<file path="config.mk">
export PLATFORM = sky130hd
export DESIGN_NAME = receiver_buffer_flat
export DESIGN_NICKNAME = d
export VERILOG_FILES = /design/src/rtl/receiver_buffer_pkg.sv /design/src/rtl/receiver_buffer_if.sv /design/src/rtl/receiver_buffer_word_fifo.sv /design/src/rtl/receiver_buffer.sv /design/src/flat_wrapper.sv
export SDC_FILE = /design/constraint.sdc
export NUM_CORES = 1
export LEC_CHECK = 0
export CAP_MARGIN = 15
export CORE_MARGIN = 10
export CORE_UTILIZATION = 60
export CTS_BUF_LIST = sky130_fd_sc_hd__clkbuf_2 sky130_fd_sc_hd__clkbuf_4 sky130_fd_sc_hd__clkbuf_8
export CTS_CLUSTER_DIAMETER = 50
export DETAILED_ROUTE_END_ITERATION = 7
export PLACE_DENSITY = 0.78
export SLEW_MARGIN = 25
export SYNTH_ARGS = -nofsm -noshare
export SYNTH_HDL_FRONTEND = slang
export SYNTH_SLANG_ARGS = --single-unit
</file>
<file path="constraint.sdc">
create_clock -name CLK -period 6.2 [get_ports CLK]
set_input_delay 0.62 -clock CLK [delete_from_list [all_inputs] [get_ports CLK]]
set_output_delay 0.62 -clock CLK [all_outputs]
set_load 0.02 [all_outputs]
</file>
<file path="src/rtl/receiver_buffer_pkg.sv">
// rtl/receiver_buffer_pkg.sv - shared widths, types and helpers for the receive buffer
package receiver_buffer_pkg;

  localparam int WORD_W         = 32;
  localparam int BYTE_W         = 8;
  localparam int BYTES_PER_WORD = 4;

  typedef logic [WORD_W-1:0] word_t;
  typedef logic [BYTE_W-1:0] byte_t;

  // Position of the next byte inside the word being assembled
  typedef enum logic [$clog2(BYTES_PER_WORD)-1:0] {
    BYTE0 = 2'd0,
    BYTE1 = 2'd1,
    BYTE2 = 2'd2,
    BYTE3 = 2'd3
  } asm_state_t;

  function automatic int ptr_w(input int depth);
    return $clog2(depth);
  endfunction

  // Byte position after one more byte arrives; the last position wraps to the first
  function automatic asm_state_t next_byte(input asm_state_t s);
    asm_state_t n;
    case (s)
      BYTE0:   n = BYTE1;
      BYTE1:   n = BYTE2;
      BYTE2:   n = BYTE3;
      default: n = BYTE0;
    endcase
    return n;
  endfunction

endpackage

</file>
<file path="src/rtl/receiver_buffer_if.sv">
// rtl/receiver_buffer_if.sv - byte input, word pop and status signals of the receive buffer
interface receiver_buffer_if
  import receiver_buffer_pkg::*;
#(
  parameter int BUFFER_DEPTH = 32
);

  localparam int CNT_W = ptr_w(BUFFER_DEPTH) + 1;

  byte_t            in_data;
  logic             in_valid;
  logic             pop;
  logic             clear_err;
  word_t            out_data;
  logic             out_valid;
  logic             full;
  logic [CNT_W-1:0] count;
  logic             overrun;
  logic             frag_drop;

  // Side that feeds bytes in and consumes words
  modport master (
    output in_data, in_valid, pop, clear_err,
    input  out_data, out_valid, full, count, overrun, frag_drop
  );

  // The buffer itself
  modport slave (
    input  in_data, in_valid, pop, clear_err,
    output out_data, out_valid, full, count, overrun, frag_drop
  );

endinterface

</file>
<file path="src/rtl/receiver_buffer_word_fifo.sv">
// rtl/receiver_buffer_word_fifo.sv - word FIFO with first-word-fall-through read and explicit count
module word_fifo
  import receiver_buffer_pkg::*;
#(
  parameter int DEPTH = 32,
  localparam int PW    = ptr_w(DEPTH),
  localparam int CNT_W = PW + 1
) (
  input  logic             clk_i,
  input  logic             rst_i,
  input  logic             push_i,
  input  word_t            wdata_i,
  input  logic             pop_i,
  output word_t            rdata_o,
  output logic             empty_o,
  output logic             full_o,
  output logic [CNT_W-1:0] count_o,
  output logic             drop_o
);

  word_t            mem_q [DEPTH];
  logic [PW-1:0]    head_q, head_d;
  logic [PW-1:0]    tail_q, tail_d;
  logic [CNT_W-1:0] count_q, count_d;
  logic             pop_ok;
  logic             push_ok;
  logic             full;
  logic             empty;

  assign full  = (count_q == CNT_W'(DEPTH));
  assign empty = (count_q == '0);

  // A pop frees a slot in the same cycle, so a full FIFO still accepts a push alongside a pop
  assign pop_ok  = pop_i && !empty;
  assign push_ok = push_i && (!full || pop_ok);

  // Pointer and occupancy next-state
  always_comb begin
    head_d  = head_q;
    tail_d  = tail_q;
    count_d = count_q;
    if (push_ok) tail_d = tail_q + PW'(1);
    if (pop_ok)  head_d = head_q + PW'(1);
    case ({push_ok, pop_ok})
      2'b10:   count_d = count_q + CNT_W'(1);
      2'b01:   count_d = count_q - CNT_W'(1);
      default: count_d = count_q;
    endcase
  end

  // Pointer and occupancy registers
  always_ff @(posedge clk_i) begin
    if (rst_i) begin
      head_q  <= '0;
      tail_q  <= '0;
      count_q <= '0;
    end else begin
      head_q  <= head_d;
      tail_q  <= tail_d;
      count_q <= count_d;
    end
  end

  // Word storage; contents need no reset because count gates every read
  always_ff @(posedge clk_i) begin
    if (!rst_i && push_ok) mem_q[tail_q] <= wdata_i;
  end

  assign rdata_o = empty ? '0 : mem_q[head_q];
  assign empty_o = empty;
  assign full_o  = full;
  assign count_o = count_q;
  assign drop_o  = push_i && !push_ok;

endmodule

</file>
<file path="src/rtl/receiver_buffer.sv">
// rtl/receiver_buffer.sv - packs received bytes MSB-first into words and queues them
module receiver_buffer
  import receiver_buffer_pkg::*;
#(
  parameter int BUFFER_DEPTH   = 32,
  parameter int TIMEOUT_CYCLES = 1_000_000
) (
  input  logic             CLK,
  input  logic             reset,
  receiver_buffer_if.slave bus
);

  localparam int          CNT_W      = ptr_w(BUFFER_DEPTH) + 1;
  localparam int          SH_W       = WORD_W - BYTE_W;
  localparam bit          TIMEOUT_EN = (TIMEOUT_CYCLES != 0);
  localparam logic [31:0] IDLE_LAST  = TIMEOUT_EN ? 32'(TIMEOUT_CYCLES - 1) : 32'd0;

  asm_state_t       asm_q, asm_d;
  logic [SH_W-1:0]  sh_q, sh_d;
  logic [31:0]      idle_q, idle_d;
  logic             overrun_q, overrun_d;
  logic             frag_q, frag_d;
  logic             timeout;
  logic             push;
  word_t            word;
  word_t            fifo_rdata;
  logic             fifo_empty;
  logic             fifo_full;
  logic [CNT_W-1:0] fifo_count;
  logic             fifo_drop;

  // The partial word is abandoned once it has sat idle for the full timeout window
  assign timeout = TIMEOUT_EN && (asm_q != BYTE0) && (idle_q == IDLE_LAST);

  // Assembler and idle counter next-state; a byte arriving in the timeout cycle starts a new word
  always_comb begin
    asm_d  = asm_q;
    sh_d   = sh_q;
    idle_d = idle_q;
    push   = 1'b0;
    word   = {sh_q, bus.in_data};
    if (timeout) asm_d = BYTE0;
    if (bus.in_valid) begin
      sh_d  = {sh_q[SH_W-BYTE_W-1:0], bus.in_data};
      asm_d = next_byte(timeout ? BYTE0 : asm_q);
      push  = !timeout && (asm_q == BYTE3);
    end
    if (bus.in_valid || (asm_q == BYTE0) || timeout) begin
      idle_d = '0;
    end else begin
      idle_d = idle_q + 32'd1;
    end
  end

  // Sticky error flags; a new error outranks a clear in the same cycle
  always_comb begin
    overrun_d = bus.clear_err ? 1'b0 : overrun_q;
    frag_d    = bus.clear_err ? 1'b0 : frag_q;
    if (fifo_drop) overrun_d = 1'b1;
    if (timeout)   frag_d    = 1'b1;
  end

  // Assembler, idle counter and error flag registers
  always_ff @(posedge CLK) begin
    if (reset) begin
      asm_q     <= BYTE0;
      sh_q      <= '0;
      idle_q    <= '0;
      overrun_q <= 1'b0;
      frag_q    <= 1'b0;
    end else begin
      asm_q     <= asm_d;
      sh_q      <= sh_d;
      idle_q    <= idle_d;
      overrun_q <= overrun_d;
      frag_q    <= frag_d;
    end
  end

  word_fifo #(
    .DEPTH(BUFFER_DEPTH)
  ) u_fifo (
    .clk_i   (CLK),
    .rst_i   (reset),
    .push_i  (push),
    .wdata_i (word),
    .pop_i   (bus.pop),
    .rdata_o (fifo_rdata),
    .empty_o (fifo_empty),
    .full_o  (fifo_full),
    .count_o (fifo_count),
    .drop_o  (fifo_drop)
  );

  assign bus.out_data  = fifo_rdata;
  assign bus.out_valid = !fifo_empty;
  assign bus.full      = fifo_full;
  assign bus.count     = fifo_count;
  assign bus.overrun   = overrun_q;
  assign bus.frag_drop = frag_q;

endmodule

</file>
<file path="src/flat_wrapper.sv">
// flat-port wrapper written by rule: the top's interface ports become plain ports
module receiver_buffer_flat import receiver_buffer_pkg::*;
#(
  parameter int BUFFER_DEPTH   = 32,
  parameter int TIMEOUT_CYCLES = 1_000_000
)
  (CLK, reset, bus_in_data, bus_in_valid, bus_pop, bus_clear_err, bus_out_data, bus_out_valid, bus_full, bus_count, bus_overrun, bus_frag_drop);
  receiver_buffer_if #(.BUFFER_DEPTH(BUFFER_DEPTH)) bus_i ();
  input  logic CLK;
  input  logic reset;
  input wire logic [$bits(bus_i.in_data)-1:0] bus_in_data;
  input wire logic [$bits(bus_i.in_valid)-1:0] bus_in_valid;
  input wire logic [$bits(bus_i.pop)-1:0] bus_pop;
  input wire logic [$bits(bus_i.clear_err)-1:0] bus_clear_err;
  output wire logic [$bits(bus_i.out_data)-1:0] bus_out_data;
  output wire logic [$bits(bus_i.out_valid)-1:0] bus_out_valid;
  output wire logic [$bits(bus_i.full)-1:0] bus_full;
  output wire logic [$bits(bus_i.count)-1:0] bus_count;
  output wire logic [$bits(bus_i.overrun)-1:0] bus_overrun;
  output wire logic [$bits(bus_i.frag_drop)-1:0] bus_frag_drop;
  assign bus_i.in_data = bus_in_data;
  assign bus_i.in_valid = bus_in_valid;
  assign bus_i.pop = bus_pop;
  assign bus_i.clear_err = bus_clear_err;
  assign bus_out_data = bus_i.out_data;
  assign bus_out_valid = bus_i.out_valid;
  assign bus_full = bus_i.full;
  assign bus_count = bus_i.count;
  assign bus_overrun = bus_i.overrun;
  assign bus_frag_drop = bus_i.frag_drop;
  receiver_buffer #(.BUFFER_DEPTH(BUFFER_DEPTH), .TIMEOUT_CYCLES(TIMEOUT_CYCLES)) u_core (.CLK(CLK), .reset(reset), .bus(bus_i));
endmodule
</file>
==> results.txt, run 1 <==
Outcome: complete, no violations
Post-cts sizing count: 0
Global routing's busiest layer: met2
Wirelength per Cell: 30.07 um
Yosys reg bits: 1,105
CTS tree: built
Final Cycle Share: 0.7755
Post-layout min period: 4.808 ns
Drt total wl: 96,060 um
Die width: 285.8 um
Initial core utilization: 0.6053
First-pass GRT wire length: 143,200 um
Most frequent CP cell: mux4_2
Worst EP required: 5.58 ns
Slew Limit Fails: 0
Top FF cell, synth: edfxtp_1
Clock Tree Buf Depth: 3
Number of CTS-inserted buffers: 168
Core Area: 70,030 um^2
# IOs: 55
Area Overhead vs Synth: 13.56%
Sequential Area: 32,400 um^2
Static leakage: 15.05 nW
Sequential element share of the synthesized area: 0.7637
CTS Sinks: 1,105
Synthesized net count: 1,958
Max-Cap Viols: 0
Largest family of logic cells by synthesized area: multiplexers
Critical path peak fanout: 75
# nets final: 2,158
Fmax: 208.0 MHz
Via Count: 20,755
Antenna violations before repair: 3
Slew of the pin with the lowest slew margin: 1.026 ns
Largest net degree at the start of global routing: 76
Synth Cell Area: 42,390 um^2
Clk Latency, worst-skew pair: 0.81 ns
Power consumption: 17.45 mW
Routed Antenna Nets: 0
Design area: 48,130 um^2
Worst path max stage delay: 0.69 ns
Worst rel slew slack: 0.3133
Yosys warns: 0
Synth Area in Compound Gates: 0.008384
Utilization after layout: 0.6874
Met3 GRT Util: 0.04012
Die Ht: 285.8 um
Post-CTS Repair Setup Buffers: 0
GR Util All Layers: 0.2400
Met2 Track Usage GR: 0.3903
Mux contribution to synthesized area: 0.1764
Post-Route Skew: 0.03431 ns
Drt first pass iters: 5
Die area: 81,670 um^2
Fillers: 4,122
Crit end category: output pin
Worst vdd ir: 270.7 uV
Crit path max-delay cell type: mux4_2
Grt ovf: 0
CP Class: reg2out
Crit path cell chain: buf_12, mux4_2, mux4_2, inv_1, o22ai_1, clkdlybuf4s50_1
Clock Tree Root: clkbuf_8
Fin worst setup slack: 1.392 ns
Post-synth EDFFs: 1,024
Synth cell types: 48
Xor and xnor area share after synthesis: 0.008885
RSZ-0062 raised after global routing: no
PortBufs: 54
Final hold violations: 0
Power Density: 362.6 nW/um^2
Htree depth: 4
Met1 usage: 0.3305
Gp weighted congestion: 0.8310
Yosys top cell by area: edfxtp_1
Post-Synth Adder-Cell Area: 0.003424
Hpwl dp: 58,390 um
Hold Buf Count CTS: 0
Vias in the first global route: 21,343
Reg clk slew, reported paths: 0.07 ns
Pre-CTS setup slack: 1.779 ns
Crit path arrival time: 4.19 ns
Vias per Instance: 6.498
DR iter-0 viols: 2,750
Placement row count: 97
DP Area: 44,900 um^2
Worst Setup Start Kind: register
Layout cells sized above 1: 0.3107
Final setup vio count: 0
Multi-input gate area: 9580 um^2
Synth Area in Simple Gates: 0.02311
Post-Syn Area per Cell: 21.92 um^2
# DRC: 0
Setup TNS: 0 ns
Async SR Flop Fraction: 0
Share of Yosys cell area claimed by the top area cell type: 0.7255
Hold WC Path Type: in2reg
Mapped Cells: 1,934
Ranking of synthesized cells by area: edfxtp_1 73%, mux4_2 17%, dfxtp_1 3.8%
[cell usage after synthesis, drive strengths merged (10+ instances only)]
library cell	count
buf	43
o22ai	32
mux2i	27
ha	10
edfxtp	1024
nand2	23
inv	74
clkbuf	49
and3	10
xnor2	18
dfxtp	81
nand3	22
mux4	320
nor2	106
xor2	25
[area by class of cell]
class / instances / area share
clock buffers: 220 / 0.05667
repair buffers: 122 / 0.03072
clock inverters: 69 / 0.01027
multi-input cells: 663 / 0.1990
flip-flops and latches: 1105 / 0.6731
diodes: 1 / 0.00005199
well taps: 940 / 0.02443
inverters: 74 / 0.005771
[metal layers]
layer | vias to the layer above | wire length (um)
met4 | 0 | 2717
met2 | 1212 | 48850
met3 | 165 | 8500
met5 | - | 0
li1 | 8413 | -
met1 | 10965 | 35990
[sequential cells by signal, summed over array words and instances, names as in the netlist, named ones only]
signal                 cells
u_core.sh_q               24
u_core.idle_q             32
u_core.u_fifo.count_o      6
u_core.u_fifo.tail_q       5
u_core.bus.frag_drop       1
u_core.u_fifo.mem_q     1024
u_core.asm_q               2
u_core.bus.overrun         1
u_core.u_fifo.head_q       5
[power by group]
| group | total (mW) | leakage (nW) | switching, mW | internal [mW] |
|---|---|---|---|---|
| clock | 5.78 | 1.69 | 2.71 | 3.08 |
| sequential | 8.25 | 9.97 | 0.100 | 8.14 |
| combinational | 3.42 | 3.40 | 1.78 | 1.65 |
| total | 17.5 | 15.1 | 4.58 | 12.9 |
[logic make-up (layout without fill, tap and decap cells)]
logic type                 Yosys count  after routing
muxes                              347            347
adders and majority gates           11             11
DFF                               1105           1105
other                                0              1
AOI/OAI and AO/OA                   55             55
and+or+nand+nor                    207            207
xor gates and xnor gates            43             43
buffers and inverters              166            485
[worst max-delay path: cells and delay by family (launching register included)]
kind,cells,cell delay (ns)
multiplexers,2,1.27
buffers and inverters,3,1.25
flip-flops,1,0.56
AO/OA/AOI/OAI,1,0.13
[placed cells by master, fill, tap and decap left out, types with 32 or more instances in the layout]
cell type        instances
edfxtp_1              1024
mux4_2                 320
clkdlybuf4s50_1         51
inv_1                   74
nor2_1                  74
nor2_4                  32
clkbuf_8               172
clkbuf_4                48
o22ai_1                 32
buf_4                   40
dfxtp_1                 68
clkinv_1                34
[through the flow]
step	hold slack, ns	std cells
4_1_cts	0.3072	3193
3_5_place_dp	0.4327	2904
5_1_grt	0.3605	3194
2_1_floorplan	0.4129	1934
3_3_place_gp	0.4208	2884
6_report	0.3598	3194
[worst paths after layout]
| check | cells past startpoint | startpoint | slack [ns] | to |
|---|---|---|---|---|
| worst min register to register | 1 | u_core.idle_q[0]$_SDFF_PP0_ | 0.44 | u_core.idle_q[0]$_SDFF_PP0_ |
| worst min-delay path | 3 | reset | 0.36 | u_core.u_fifo.count_o[2]$_SDFFE_PP0P_ |
| worst max register to register | 8 | u_core.idle_q[0]$_SDFF_PP0_ | 2.43 | u_core.u_fifo.mem_q[6][26]$_DFFE_PP_ |
| worst max-delay path | 6 | register | 1.39 | bus_out_data[8] |
(Power assumes the default switching activity.)
==> inputs of run 2 (changes only) <==
==> constraint.sdc (replaced) <==
create_clock -name CLK -period 4.67 [get_ports CLK]
set_input_delay 0.467 -clock CLK [delete_from_list [all_inputs] [get_ports CLK]]
set_output_delay 0.467 -clock CLK [all_outputs]
set_load 0.02 [all_outputs]
==> run 2 against run 1 <==
Effect of this change:
- routed wire length grew 2.4%
- clock power is 32% higher
- setup slack lost 1.1 ns
- sequential share of layout area grew 0.36 points
- non-clock buffer count rose by 3
- core utilization shrank 0.33 points
- critical path depth is the same
- cell count increased by 0.50%
- largest power group unchanged
==> results.txt, run 2 (synthesized netlist as in run 1, its figures left out) <==
Htree depth: 4 (unchanged)
Flop pwr share: 0.479 (was 0.472)
Vias per Instance: 6.476 (was 6.498)
Fin Hold WS: 0.1870 ns (was 0.3598 ns)
Clock Tree Buf Depth: 3 (unchanged)
WL met1: 35,170 um (was 35,990 um)
Crit path capture: bus_out_data[16] (was bus_out_data[8])
Most frequent cells in the layout: 1,024 x edfxtp_1, 320 x mux4_2, 180 x clkbuf_8 (was 1,024 x edfxtp_1, 320 x mux4_2, 172 x clkbuf_8)
Core Area: 70,030 um^2 (unchanged)
Switching Power: 5.903 mW (was 4.582 mW)
Layout cells sized above 1: 0.3213 (was 0.3107)
Crit path max-delay cell type: dfxtp_4 (was mux4_2)
Wirelength per Cell: 30.65 um (was 30.07 um)
Antenna violations before repair: 1 (was 3)
Fillers: 4,116 (was 4,122)
Final hold violations: 0 (unchanged)
Combinational power share: 0.190 (was 0.196)
Reg2reg start: u_core.idle_q[0]$_SDFF_PP0_ (unchanged)
Die Ht: 285.8 um (unchanged)
Clock Tree Root: clkbuf_8 (unchanged)
Gp weighted congestion: 0.7947 (was 0.8310)
WL met3: 10,020 um (was 8500 um)
Post-Route Skew: 0.03297 ns (was 0.03431 ns)
Cell-internal power: 17.07 mW (was 12.87 mW)
# DRC: 0 (unchanged)
Placed Cells: 2,907 (was 2,904)
CTS tree: built (unchanged)
Fin cells: 3,210 (was 3,194)
Slew of the pin with the lowest slew margin: 1.060 ns (was 1.026 ns)
Drt total wl: 98,400 um (was 96,060 um)
Hold WC Path Type: in2reg (unchanged)
Buf/Inv on CP: 3 (unchanged)
First-pass GRT wire length: 144,700 um (was 143,200 um)
Die width: 285.8 um (unchanged)
Max Used Layer: met4 (unchanged)
DR WL met2: 49,720 um (was 48,850 um)
Most common cell after layout, fill and taps aside: edfxtp_1 (unchanged)
Worst rel slew slack: 0.2922 (was 0.3133)
Power Density: 479.5 nW/um^2 (was 362.6 nW/um^2)
Via Count: 20,789 (was 20,755)
Post-layout min period: 4.417 ns
Die area: 81,670 um^2 (unchanged)
Fmax: 226.4 MHz
Max reg flops: 1,024 (unchanged)
PortBufs: 54 (unchanged)
RSZ-0062 raised after global routing: no (unchanged)
Outcome: complete, no violations (unchanged)
Worst vdd ir: 248.1 uV (was 270.7 uV)
Critical path depth: 6 (unchanged)
Fin worst setup slack: 0.2529 ns (was 1.392 ns)
DR iter-0 viols: 2,804 (was 2,750)
Worst Setup Start Kind: register (unchanged)
Slew Limit Fails: 0 (unchanged)
Critical path peak fanout: 24 (was 75)
Most frequent CP cell: mux4_2 (unchanged)
CP Class: reg2out (unchanged)
Final Cycle Share: 0.9458
Number of CTS-inserted buffers: 167 (was 168)
Power consumption: 22.97 mW (was 17.45 mW)
Pre-CTS setup slack: 0.9134 ns (was 1.779 ns)
Worst EP required: 4.20 ns (was 5.58 ns)
DP Area: 44,660 um^2 (was 44,900 um^2)
Area Overhead vs Synth: 13.02% (was 13.56%)
Clk Latency, worst-skew pair: 0.82 ns (was 0.81 ns)
Crit path arrival time: 3.95 ns (was 4.19 ns)
Final setup vio count: 0 (unchanged)
Design area: 47,900 um^2 (was 48,130 um^2)
Initial core utilization: 0.6053 (unchanged)
Crit path cell chain: buf_4, mux4_2, mux4_2, inv_1, o22ai_1, clkdlybuf4s50_1 (was buf_12, mux4_2, mux4_2, inv_1, o22ai_1, clkdlybuf4s50_1)
Setup slack, reg-to-reg: 1.05 ns (was 2.43 ns)
R2R Path End: u_core.u_fifo.mem_q[15][3]$_DFFE_PP_ (was u_core.u_fifo.mem_q[6][26]$_DFFE_PP_)
Sw Ratio: 0.2570 (was 0.2625)
Routed Antenna Nets: 0 (unchanged)
Biggest register: u_core.u_fifo.mem_q (unchanged)
Vias in the first global route: 21,658 (was 21,343)
Placement row count: 97 (unchanged)
Crit end category: output pin (unchanged)
# nets final: 2,160 (was 2,158)
Reg2Reg Depth: 8 (unchanged)
# IOs: 55 (unchanged)
Hpwl dp: 52,490 um (was 58,390 um)
Utilization after layout: 0.6841 (was 0.6874)
Post-cts sizing count: 0 (unchanged)
Largest net degree at the start of global routing: 69 (was 76)
Post-CTS Repair Setup Buffers: 0 (unchanged)
Hold Buf Count CTS: 0 (unchanged)
Grt ovf: 0 (unchanged)
Reg clk slew, reported paths: 0.06 ns (was 0.07 ns)
Worst path max stage delay: 0.67 ns (was 0.69 ns)
Leading registers by flop count: u_core.u_fifo.mem_q (1024), u_core.idle_q (32), u_core.sh_q (24) (unchanged)
Max-Cap Viols: 0 (unchanged)
Drt first pass iters: 5 (unchanged)
Clock power share: 0.331 (about the same)
Static leakage: 15.00 nW (was 15.05 nW)
CP delay by family, top: buffers and inverters (was multiplexers)
Setup TNS: 0 ns (unchanged)
GR Util All Layers: 0.2459 (was 0.2400)
CTS Sinks: 1,105 (unchanged)
==> run 2: changes by cell type in the layout (fill, tap and decap cells not counted), moves of 4 or more <==
cell	change
clkbuf_4	+7
buf_4	+16
clkdlybuf4s50_1	-6
buf_16	-13
clkbuf_8	+8
buf_2	+6
dfxtp_1	-13
bufinv_16	-4
dfxtp_2	+13
clkinv_1	+6
==> run 2: final cells by class <==
type	instances	area, um^2	area share
clock buffer	235	2890	0.06034
antenna	1	2.502	0.00005224
inverter	74	277.8	0.005798
sequential	1105	32410	0.6766
timing repair buffer	125	1216	0.02539
tap	940	1176	0.02455
clock inverter	67	346.6	0.007235
multi-input combinational	663	9580	0.2000
==> run 2: power by group through the flow <==
| stage | Sequential, mW | Clock (mW) | Combinational [mW] |
|---|---|---|---|
| after floorplan | 11.1 | 0 | 3.07 |
| after global placement | 11.2 | 0 | 4.32 |
| after detailed placement | 11.2 | 0 | 4.40 |
| after CTS | 11.0 | 7.70 | 4.42 |
| after global routing | 11.0 | 8.16 | 4.62 |
| final | 11.0 | 7.61 | 4.36 |
==> run 2: layer usage <==
layer  up-vias  global-route usage
met2      1281              0.3993
met1     10865              0.3177
met3       213             0.06311
met5         -                   0
met4         0              0.1001
li1       8430                   -
==> run 2: worst min-delay path by stage <==
stage | from | endpoint | slack [ns] | cells past startpoint
after floorplan | u_core.idle_q[0]$_SDFF_PP0_ | u_core.idle_q[0]$_SDFF_PP0_ | 0.41 | 1
after global placement | u_core.idle_q[0]$_SDFF_PP0_ | u_core.idle_q[0]$_SDFF_PP0_ | 0.42 | 1
after detailed placement | u_core.idle_q[0]$_SDFF_PP0_ | u_core.idle_q[0]$_SDFF_PP0_ | 0.44 | 1
after CTS | bus_in_data[0] | u_core.u_fifo.mem_q[24][0]$_DFFE_PP_ | 0.16 | 1
after global routing | bus_in_data[2] | u_core.u_fifo.mem_q[0][2]$_DFFE_PP_ | 0.17 | 1
final | bus_in_data[2] | u_core.u_fifo.mem_q[12][2]$_DFFE_PP_ | 0.19 | 1
==> inputs of run 3 (changes only) <==
--- a/config.mk
+++ b/config.mk
@@ -11,6 +11,7 @@
 export CTS_BUF_LIST = sky130_fd_sc_hd__clkbuf_2 sky130_fd_sc_hd__clkbuf_4 sky130_fd_sc_hd__clkbuf_8
 export CTS_CLUSTER_DIAMETER = 50
 export DETAILED_ROUTE_END_ITERATION = 7
+export GPL_ROUTABILITY_DRIVEN = 1
 export PLACE_DENSITY = 0.78
 export SLEW_MARGIN = 25
 export SYNTH_ARGS = -nofsm -noshare
==> results of run 3 <==
Same layout as run 2: the final DEF is identical, and so are final timing and power.
